File: config.mk
export PLATFORM = sky130hd
export DESIGN_NAME = tt_um_weight_readback
export DESIGN_NICKNAME = d
export VERILOG_FILES = /design/src/rtl/tt_um_pkg.sv /design/src/rtl/tt_um_byte_pack.sv /design/src/rtl/tt_um_weight_readback.sv
export SDC_FILE = /design/constraint.sdc
export NUM_CORES = 1
export LEC_CHECK = 0
export CORE_AREA = 2 2 108 110
export CTS_CLUSTER_SIZE = 10
export DETAILED_ROUTE_END_ITERATION = 12
export DIE_AREA = 0 0 110 112
export GPL_TIMING_DRIVEN = 0
export PLACE_DENSITY = 0.85
export SYNTH_ARGS = -nofsm -noshare
export SYNTH_HDL_FRONTEND = slang
export SYNTH_SLANG_ARGS = --single-unit
File: constraint.sdc
create_clock -name clk -period 5 [get_ports clk]
set_input_delay 0.5 -clock clk [delete_from_list [all_inputs] [get_ports clk]]
set_output_delay 0.5 -clock clk [all_outputs]
set_load 0.02 [all_outputs]
File: src/rtl/tt_um_pkg.sv
`default_nettype none
// ============================================================================
//  Module      : tt_um_pkg
//  Description : Shared types and constants for the ternary weight readback
//                block: FSM state encoding, ternary weight codes, config word
//                field positions, the header marker bit and small config
//                decode helpers.
//  Macro       : TT_READBACK_HDR_EN (consumed by tt_um_weight_readback)
//  Revision    : 1.0 - initial release
// ============================================================================
package tt_um_pkg;

    typedef enum logic [1:0] {
        IDLE = 2'd0,
        HDR  = 2'd1,
        SEND = 2'd2,
        DONE = 2'd3
    } state_e;

    // Ternary weight codes as stored by the load block.
    localparam logic [1:0] POS  = 2'b01;
    localparam logic [1:0] NEG  = 2'b11;
    localparam logic [1:0] ZERO = 2'b00;

    // Config word layout: [6:3] = in_len-1, [2:0] = out_len-1.
    localparam int IN_LEN_MSB  = 6;
    localparam int IN_LEN_LSB  = 3;
    localparam int OUT_LEN_MSB = 2;
    localparam int OUT_LEN_LSB = 0;

    // Marker bit that distinguishes the header byte from weight bytes.
    localparam logic HDR_MSB = 1'b1;

    // Active column count, 1..16.
    function automatic logic [4:0] cfg_in_len(input logic [6:0] cfg);
        return {1'b0, cfg[IN_LEN_MSB:IN_LEN_LSB]} + 5'd1;
    endfunction

    // Index of the final 4-column group: floor((in_len-1)/4), which is simply
    // the top two bits of the in_len-1 field.
    function automatic logic [1:0] cfg_last_grp(input logic [6:0] cfg);
        return cfg[IN_LEN_MSB -: 2];
    endfunction

    // Index of the final row: out_len-1.
    function automatic logic [2:0] cfg_last_row(input logic [6:0] cfg);
        return cfg[OUT_LEN_MSB:OUT_LEN_LSB];
    endfunction

endpackage

`default_nettype wire

File: src/rtl/tt_um_byte_pack.sv
`default_nettype none
// ============================================================================
//  Module      : tt_um_byte_pack
//  Description : Combinational packer. Selects one row of the weight store
//                and gathers the four weights of column group grp into one
//                byte, lane k in bits [2k+1:2k]. Columns at or beyond in_len
//                are forced to the zero code.
//  Ports       : weights_i - flattened weight store
//                row_i     - row index
//                grp_i     - 4-column group index
//                in_len_i  - active column count (1..MAX_IN_LEN)
//                byte_o    - packed byte
//  Revision    : 1.0 - initial release
// ============================================================================
module tt_um_byte_pack
    import tt_um_pkg::*;
#(
    parameter int MAX_IN_LEN  = 16,
    parameter int MAX_OUT_LEN = 8
) (
    input  logic [2*MAX_IN_LEN*MAX_OUT_LEN-1:0] weights_i,
    input  logic [$clog2(MAX_OUT_LEN)-1:0]      row_i,
    input  logic [$clog2(MAX_IN_LEN/4)-1:0]     grp_i,
    input  logic [$clog2(MAX_IN_LEN):0]         in_len_i,
    output logic [7:0]                          byte_o
);

    logic [2*MAX_IN_LEN-1:0] w_row;

    assign w_row = weights_i[row_i * (2*MAX_IN_LEN) +: 2*MAX_IN_LEN];

    for (genvar k = 0; k < 4; k++) begin : g_lane
        localparam logic [1:0] c_LANE = 2'(k);

        logic [$clog2(MAX_IN_LEN)-1:0] w_col;

        assign w_col = {grp_i, c_LANE};
        assign byte_o[2*k +: 2] = ({1'b0, w_col} < in_len_i) ? w_row[2*w_col +: 2] : ZERO;
    end

endmodule

`default_nettype wire

File: src/rtl/tt_um_weight_readback.sv
`default_nettype none
// ============================================================================
//  Module      : tt_um_weight_readback
//  Description : Streams the active sub-matrix of the ternary weight store as
//                packed bytes (four 2-bit weights per byte, row-major) over a
//                valid/ready byte interface. All outputs are registered.
//  Macro       : TT_READBACK_HDR_EN - when defined, a header byte
//                {1'b1, cfg} precedes the weight bytes.
//  Ports       : clk, rst        - clock, synchronous active-high reset
//                ena             - block enable; low aborts a transfer
//                start           - readback request (IDLE only)
//                ui_param        - config word, latched on start
//                ui_weights      - weight store, read live during transfer
//                uo_data/valid/ready/last - byte stream handshake
//                uo_busy         - transfer in progress
//                uo_done         - one-cycle pulse after the final accept
//  Revision    : 1.0 - initial release
// ============================================================================
module tt_um_weight_readback
    import tt_um_pkg::*;
#(
    parameter int MAX_IN_LEN  = 16,
    parameter int MAX_OUT_LEN = 8
) (
    input  logic                                clk,
    input  logic                                rst,
    input  logic                                ena,
    input  logic                                start,
    input  logic [6:0]                          ui_param,
    input  logic [2*MAX_IN_LEN*MAX_OUT_LEN-1:0] ui_weights,
    output logic [7:0]                          uo_data,
    output logic                                uo_valid,
    input  logic                                uo_ready,
    output logic                                uo_last,
    output logic                                uo_busy,
    output logic                                uo_done
);

    localparam int ROW_W = $clog2(MAX_OUT_LEN);
    localparam int GRP_W = $clog2(MAX_IN_LEN/4);
    localparam int LEN_W = $clog2(MAX_IN_LEN) + 1;

    state_e             state_q, state_d;
    logic [6:0]         cfg_q,   cfg_d;
    logic [ROW_W-1:0]   row_q,   row_d;
    logic [GRP_W-1:0]   grp_q,   grp_d;
    logic [7:0]         data_q,  data_d;
    logic               valid_q, valid_d;
    logic               last_q,  last_d;
    logic               busy_q,  busy_d;
    logic               done_q,  done_d;

    logic               w_load_w;
    logic               w_load_hdr;
    logic               w_clr;
    logic [LEN_W-1:0]   w_in_len;
    logic [7:0]         w_pack_byte;

    // The packer looks at the *next* row/group/config so the byte lands in
    // the output register on the same edge that advances the counters.
    assign w_in_len = LEN_W'(cfg_in_len(cfg_d));

    tt_um_byte_pack #(
        .MAX_IN_LEN  (MAX_IN_LEN),
        .MAX_OUT_LEN (MAX_OUT_LEN)
    ) u_byte_pack (
        .weights_i (ui_weights),
        .row_i     (row_d),
        .grp_i     (grp_d),
        .in_len_i  (w_in_len),
        .byte_o    (w_pack_byte)
    );

    always_comb begin
        state_d    = state_q;
        cfg_d      = cfg_q;
        row_d      = row_q;
        grp_d      = grp_q;
        valid_d    = valid_q;
        last_d     = last_q;
        busy_d     = busy_q;
        done_d     = 1'b0;
        w_load_w   = 1'b0;
        w_load_hdr = 1'b0;
        w_clr      = 1'b0;

        if (!ena && state_q != IDLE) begin
            // Abort: silent return to IDLE, no done pulse.
            state_d = IDLE;
            row_d   = '0;
            grp_d   = '0;
            valid_d = 1'b0;
            last_d  = 1'b0;
            busy_d  = 1'b0;
            w_clr   = 1'b1;
        end else begin
            case (state_q)
                IDLE: begin
                    if (start && ena) begin
                        cfg_d   = ui_param;
                        row_d   = '0;
                        grp_d   = '0;
                        valid_d = 1'b1;
                        busy_d  = 1'b1;
`ifdef TT_READBACK_HDR_EN
                        state_d    = HDR;
                        last_d     = 1'b0;
                        w_load_hdr = 1'b1;
`else
                        state_d  = SEND;
                        w_load_w = 1'b1;
`endif
                    end
                end
                HDR: begin
                    if (uo_ready) begin
                        state_d  = SEND;
                        w_load_w = 1'b1;
                    end
                end
                SEND: begin
                    if (uo_ready) begin
                        if (last_q) begin
                            state_d = DONE;
                            valid_d = 1'b0;
                            last_d  = 1'b0;
                            busy_d  = 1'b0;
                            done_d  = 1'b1;
                            w_clr   = 1'b1;
                        end else begin
                            if (grp_q == GRP_W'(cfg_last_grp(cfg_q))) begin
                                grp_d = '0;
                                row_d = row_q + ROW_W'(1);
                            end else begin
                                grp_d = grp_q + GRP_W'(1);
                            end
                            w_load_w = 1'b1;
                        end
                    end
                end
                DONE: begin
                    state_d = IDLE;
                    row_d   = '0;
                    grp_d   = '0;
                end
                default: begin
                    state_d = IDLE;
                end
            endcase
        end

        if (w_load_w) begin
            last_d = (row_d == ROW_W'(cfg_last_row(cfg_d))) &&
                     (grp_d == GRP_W'(cfg_last_grp(cfg_d)));
        end
    end

    always_comb begin
        data_d = data_q;
        if (w_clr) begin
            data_d = '0;
        end else if (w_load_hdr) begin
            data_d = {HDR_MSB, cfg_d};
        end else if (w_load_w) begin
            data_d = w_pack_byte;
        end
    end

    always_ff @(posedge clk) begin
        if (rst) begin
            state_q <= IDLE;
            cfg_q   <= '0;
            row_q   <= '0;
            grp_q   <= '0;
            data_q  <= '0;
            valid_q <= 1'b0;
            last_q  <= 1'b0;
            busy_q  <= 1'b0;
            done_q  <= 1'b0;
        end else begin
            state_q <= state_d;
            cfg_q   <= cfg_d;
            row_q   <= row_d;
            grp_q   <= grp_d;
            data_q  <= data_d;
            valid_q <= valid_d;
            last_q  <= last_d;
            busy_q  <= busy_d;
            done_q  <= done_d;
        end
    end

    assign uo_data  = data_q;
    assign uo_valid = valid_q;
    assign uo_last  = last_q;
    assign uo_busy  = busy_q;
    assign uo_done  = done_q;

endmodule

`default_nettype wire
# Word level (Yosys, flattened, before mapping)
# Index checks and enable logic that the tools add are counted.
# word_totals
reg_bits,25
wordCells,86
input_bits,268
# op_classes
n_eq_ne,10
magnitude_cmp,4
muxes,42
addsub,3
shifts,5
n_reduce_logical,14
# op_table
operator,count
variable part select 256 x 9 -> 32 bit,1
variable part select 32 x 6 -> 2 bit,4
2-to-1 mux 2 bit,13
2-to-1 mux 7 bit,3
< comparator 4 x 5 -> 1 bit,4
2-to-1 mux 1 bit,16
2-to-1 mux 3 bit,5
one-hot mux 3 bit (3 select lines),1
inequality test 2 bit (second input constant),4
one-hot mux 2 bit (4 select lines),1
AND reduction 4 bit,2
one-hot mux 2 bit (3 select lines),1
nonzero test 3 bit,2
adder 4 x 1 -> 5 bit (second input constant),1
== test 2 bit,2
== test 2 bit (second input constant),2
nonzero test 2 bit,2
OR reduction 2 bit,2
adder 3 x 1 -> 3 bit (second input constant),1
== test 3 bit,1
logical AND 1 bit,3
one-hot mux 1 bit (3 select lines),1
adder 2 x 1 -> 2 bit (second input constant),1
== test 2 x 1 -> 1 bit (second input constant),1
4 further kinds,4

# Logic depth before layout (Yosys ltp)
# depth
ltp_word,9
mapped_depth,15
mapped_depth_nobuf,13

# Modules after synthesis
# Synthesis repeated with hierarchy kept, for this count alone.
# hier_totals
hier_cells,362
area_unflattened_um2,3603.5
# modules_own_cells
mod,cells_per_inst,area_each_um2,instances
tt_um_byte_pack,224,2353.5,1
tt_um_weight_readback,138,1249.9,1

# Worst setup path before layout
# OpenSTA, ideal clock, no wires.
# synth_path
path_type,input port to flip-flop
from,input port ena
to,"register data_q[0], in the netlist uo_data[0]"
cell_stages,14
slack_ns,2.068
t_arrival_ns,2.815
required_ns,4.883
path_buffers,1
path_cell_list,nor4bb_1 -> buf_2 -> mux2i_1 -> inv_1 -> ha_1 -> xnor2_1 -> inv_1 -> ha_1 -> nor2b_1 -> a21oi_1 -> o21a_1 -> o211ai_1 -> a21oi_1 -> a22o_1
# synth_between
elab_chain_len,7
word_cells_on_any_way,22
cone_classes,add/sub: 1; order compare: 1; shift: 2; mux: 14; reduce/logical: 4
# synth_rtl
element,line_no,source
"start, declared",tt_um_weight_readback.sv:27,"input logic ena,"
logical AND 1 bit,tt_um_weight_readback.sv:99,if (start && ena) begin
2-to-1 mux 7 bit,tt_um_weight_readback.sv:99,
2-to-1 mux 7 bit,tt_um_weight_readback.sv:97,case (state_q)
2-to-1 mux 7 bit (*),tt_um_weight_readback.sv:87,if (!ena && state_q != IDLE) begin
named net cfg_d[3],tt_um_weight_readback.sv:44,"logic [6:0] cfg_q, cfg_d;"
adder 4 x 1 -> 5 bit (*),tt_um_pkg.sv:36,"return {1'b0, cfg[IN_LEN_MSB:IN_LEN_LSB]} + 5'd1;"
< comparator 4 x 5 -> 1 bit (*),tt_um_byte_pack.sv:38,"assign byte_o[2*k +: 2] = ({1'b0, w_col} < in_len_i) ? w_row[2*w_col +: 2] : ZERO;"
2-to-1 mux 2 bit (*),tt_um_byte_pack.sv:38,
"end signal, assigned",tt_um_weight_readback.sv:185,data_q <= data_d;
"end, declared",tt_um_weight_readback.sv:47,"logic [7:0] data_q, data_d;"
# The timed path passes the listed nets; every way through them passes the cells marked *.
# A chain may end at the register's enable or synchronous reset.

# Worst setup path after layout
# layout_path
from,input port ena
to,"register data_q[3], in the netlist uo_data[3]"
# The elaborated chain is that of the path after synthesis.

==> impl_metrics.py <==
metrics = {
    "status": {
        "outcome": "complete, no violations",
    },
    "power": {
        "power_w": 0.000825,
        "p_leak_nw": 2.66,
        "p_per_area_nw_per_um2": 117,
        "vdd_drop_max_mv": 0.0936,
    },
    "global_routing": {
        "grt_first_pass_wirelength_mm": 29.5,
        "grt_overflow_total": 0,
        "grt_pass1_vias": 5565,
        "antenna_found_initial": 0,
        "gr-usage-all-layers_pct": 31.2,
        "grt_start_max_net_pins": 14,
    },
    "sta": {
        "finalMaxSlewViolations": 0,
        "relSlewSlack_pct": 56.8,
        "worst_clock_skew_ns": 0.00627,
        "setup_viol": 0,
        "clock.fmax_mhz": 254,
        "rsz0062_at_grt": "false",
        "hold_viol_final": 0,
        "setup_tns_ns": 0,
        "tightest_slew_ns": 0.641,
        "fin_crit_sh_pct": 78.6,
        "fin_crit_ns": 3.93,
    },
    "critical_path": {
        "worstReg2RegEnd": "uo_data[3]",
        "worstPathArrival_ns": 4.06,
        "worstSetupStartpoint": "ena",
        "r2r-start": "state_q[1]",
        "startpoint_type": "input port",
        "end_kind": "flop",
        "required_ns": 5.13,
        "path_max_fanout": 8,
        "cp-endpoint": "uo_data[3]",
        "critPathKind": "in2reg",
        "r2r_slack_ns": 1.40,
        "reg2reg_depth": 15,
    },
    "layout": {
        "instances_no_fill": 955,
        "final_core_util_pct": 63.0,
        "nNetsFinal": 1086,
        "layout-drive-gt1-share_pct": 8.87,
        "areaGrowthSynthToFinish_pct": 76.0,
        "layout_common_cells": "clkdlybuf4s50_1, nand2_1, mux2i_1, nor2_1, a21oi_1",
        "diodes": 0,
        "layout_commonest_cell": "clkdlybuf4s50_1",
    },
    "routing": {
        "post_drt_via_cell_ratio": 5.79,
        "wl_met1_mm": 7.72,
        "wl_mm": 20.2,
        "routed-wl-met2_mm": 9.90,
        "drt_iter0_drc": 465,
        "top_layer_used": "met4",
        "wl_met3_mm": 1.91,
        "drt-pass1-iter-count": 5,
        "drc": 0,
        "vias": 5532,
        "ant_nets": 0,
        "wl_per_cell_um": 21.2,
    },
    "floorplan": {
        "ioPinCount": 280,
        "initial_utilization_pct": 35.8,
        "die_w_um": 110,
        "fp-row-count": 39,
        "die_height_um": 112,
        "die_area_sq_um": 12300,
        "coreArea_sq_um": 11200,
    },
    "placement": {
        "io_buffers": 278,
        "gp_routability_congestion": 0.933,
        "placed_cells": 951,
        "dp_hpwl_mm": 16.6,
    },
    "cts": {
        "postCtsHoldBufs": 0,
        "cts_setup_buffers": 0,
        "cts_root_buf": "clkbuf_16",
        "htreeDepth": 1,
        "clock_path_buffers": 2,
        "cts_buffers": 3,
        "clk_latency_ns": 0.27,
        "cts.sinks": 25,
        "cts_tree": "done",
        "cts_resized": 0,
        "path_clk_slew_ns": 0.07,
    },
    "synth": {
        "synth_area_leaders": "mux2i_1, dfxtp_1, nand2_1",
        "async_flop_share_pct": 0,
        "synth-simple-area-share_pct": 26.3,
        "synth_xor_area_share_pct": 2.35,
        "syn_nets": 803,
        "ys_ff_latch": 25,
        "synth_top_flop_cell": "dfxtp_1",
        "yosys.area.top_type": "mux2i_1",
        "syn-instance-count": 530,
        "synthMuxAreaShare_pct": 24.1,
        "yosysTopAreaCellShare_pct": 18.5,
        "synth_compound_area_share_pct": 25.4,
        "synth_edf_count": 0,
        "synth.distinct_cells": 81,
        "synth_area_sq_um": 4000,
        "synthAdderAreaFrac_pct": 1.56,
        "synth_top_family_by_area": "simple AND/OR/NAND/NOR gates",
        "synth.avg_cell_area_sq_um": 7.55,
        "synth_warnings": 0,
        "ys_seq_area_share_pct": 12.5,
    },
    "min_path": {
        "min_path_type": "reg2reg",
    },
    "run": {
        "drv_cap": 0,
    },
}
how the worst min path moves through the flow:
stage | start | end | slack [ns] | cells past startpoint
3_3_place_gp | uo_data[6] | uo_data[6] | 0.44 | 2
4_1_cts | uo_data[6] | uo_data[6] | 0.46 | 2
3_5_place_dp | uo_data[6] | uo_data[6] | 0.45 | 2
2_1_floorplan | cfg_q[0] | cfg_q[0] | 0.48 | 2
5_1_grt | uo_data[6] | uo_data[6] | 0.50 | 2
6_report | uo_data[6] | uo_data[6] | 0.46 | 2
Yosys cell counts (7+ instances only):
library cell    n
nand2_1       107
mux2i_1        74
nor2_1         35
a21oi_1        29
dfxtp_1        25
nand3_1        23
mux2_2         13
o22ai_1        13
buf_2          12
buf_4          12
a31oi_1         9
o211ai_1        9
a22oi_1         8
a211oi_1        7
a22o_1          7
a32oi_1         7
and3_1          7
inv_1           7
o21ai_1         7
registers in the layout (all words and copies together) (netlist names):
name / cells
uo_busy: 1
grp_q: 2
row_q: 3
uo_last: 1
state_q: 2
uo_done: 1
cfg_q: 7
uo_data: 8
power by group:
group          total [W]  leakage [nW]  internal, W  switching [W]
clock network   0.000187        0.0382     0.000109      0.0000779
logic           0.000425          2.42     0.000273       0.000152
registers       0.000212         0.203     0.000207     0.00000557
total           0.000825          2.66     0.000589       0.000236
per-layer routing:
| metal | up-vias | GRT usage [%] |
|---|---|---|
| li1 | 2542 | - |
| met1 | 2586 | 36.5 |
| met2 | 345 | 55.1 |
| met3 | 59 | 6.50 |
| met4 | 0 | 11.0 |
| met5 | - | 0 |
cells by family (layout without fill, tap and decap cells):
logic type,count (synthesis),after routing
flip-flops,25,25
XOR/XNOR,9,9
multiplexers,92,92
buffers and inverters,47,329
AO/OA/AOI/OAI,137,137
adder cells (fa/ha/maj),5,5
AND/OR/NAND/NOR,215,215
worst max-delay path, stage by stage:
cell	delay, ns
clkdlybuf4s50_1	0.52
nor4bb_1	0.29
buf_2	0.30
mux2i_1	0.38
inv_1	0.13
ha_1	0.25
xnor2_1	0.22
inv_1	0.07
ha_1	0.29
nor2b_1	0.20
nor2_1	0.06
o21ai_0	0.52
a211oi_1	0.11
o221ai_1	0.11
o211ai_1	0.11
through the flow:
step	cell area, sq um	hold slack, ns	setup slack, ns
after floorplan	4000	0.476	2.07
after global placement	6960	0.442	0.969
after detailed placement	6960	0.449	0.894
after CTS	7040	0.465	1.15
after global routing	7040	0.495	0.788
final	7040	0.463	1.07
area by class of cell:
cell class	count	area, sq um
Buffer	39	284
Multi-Input combinational cell	458	3190
Tap cell	143	179
Clock buffer	4	78.8
Inverter	8	30.0
Fill cell	961	4130
Timing Repair Buffer	278	2780
Sequential cell	25	500
Power figures use the tool's default switching activity.
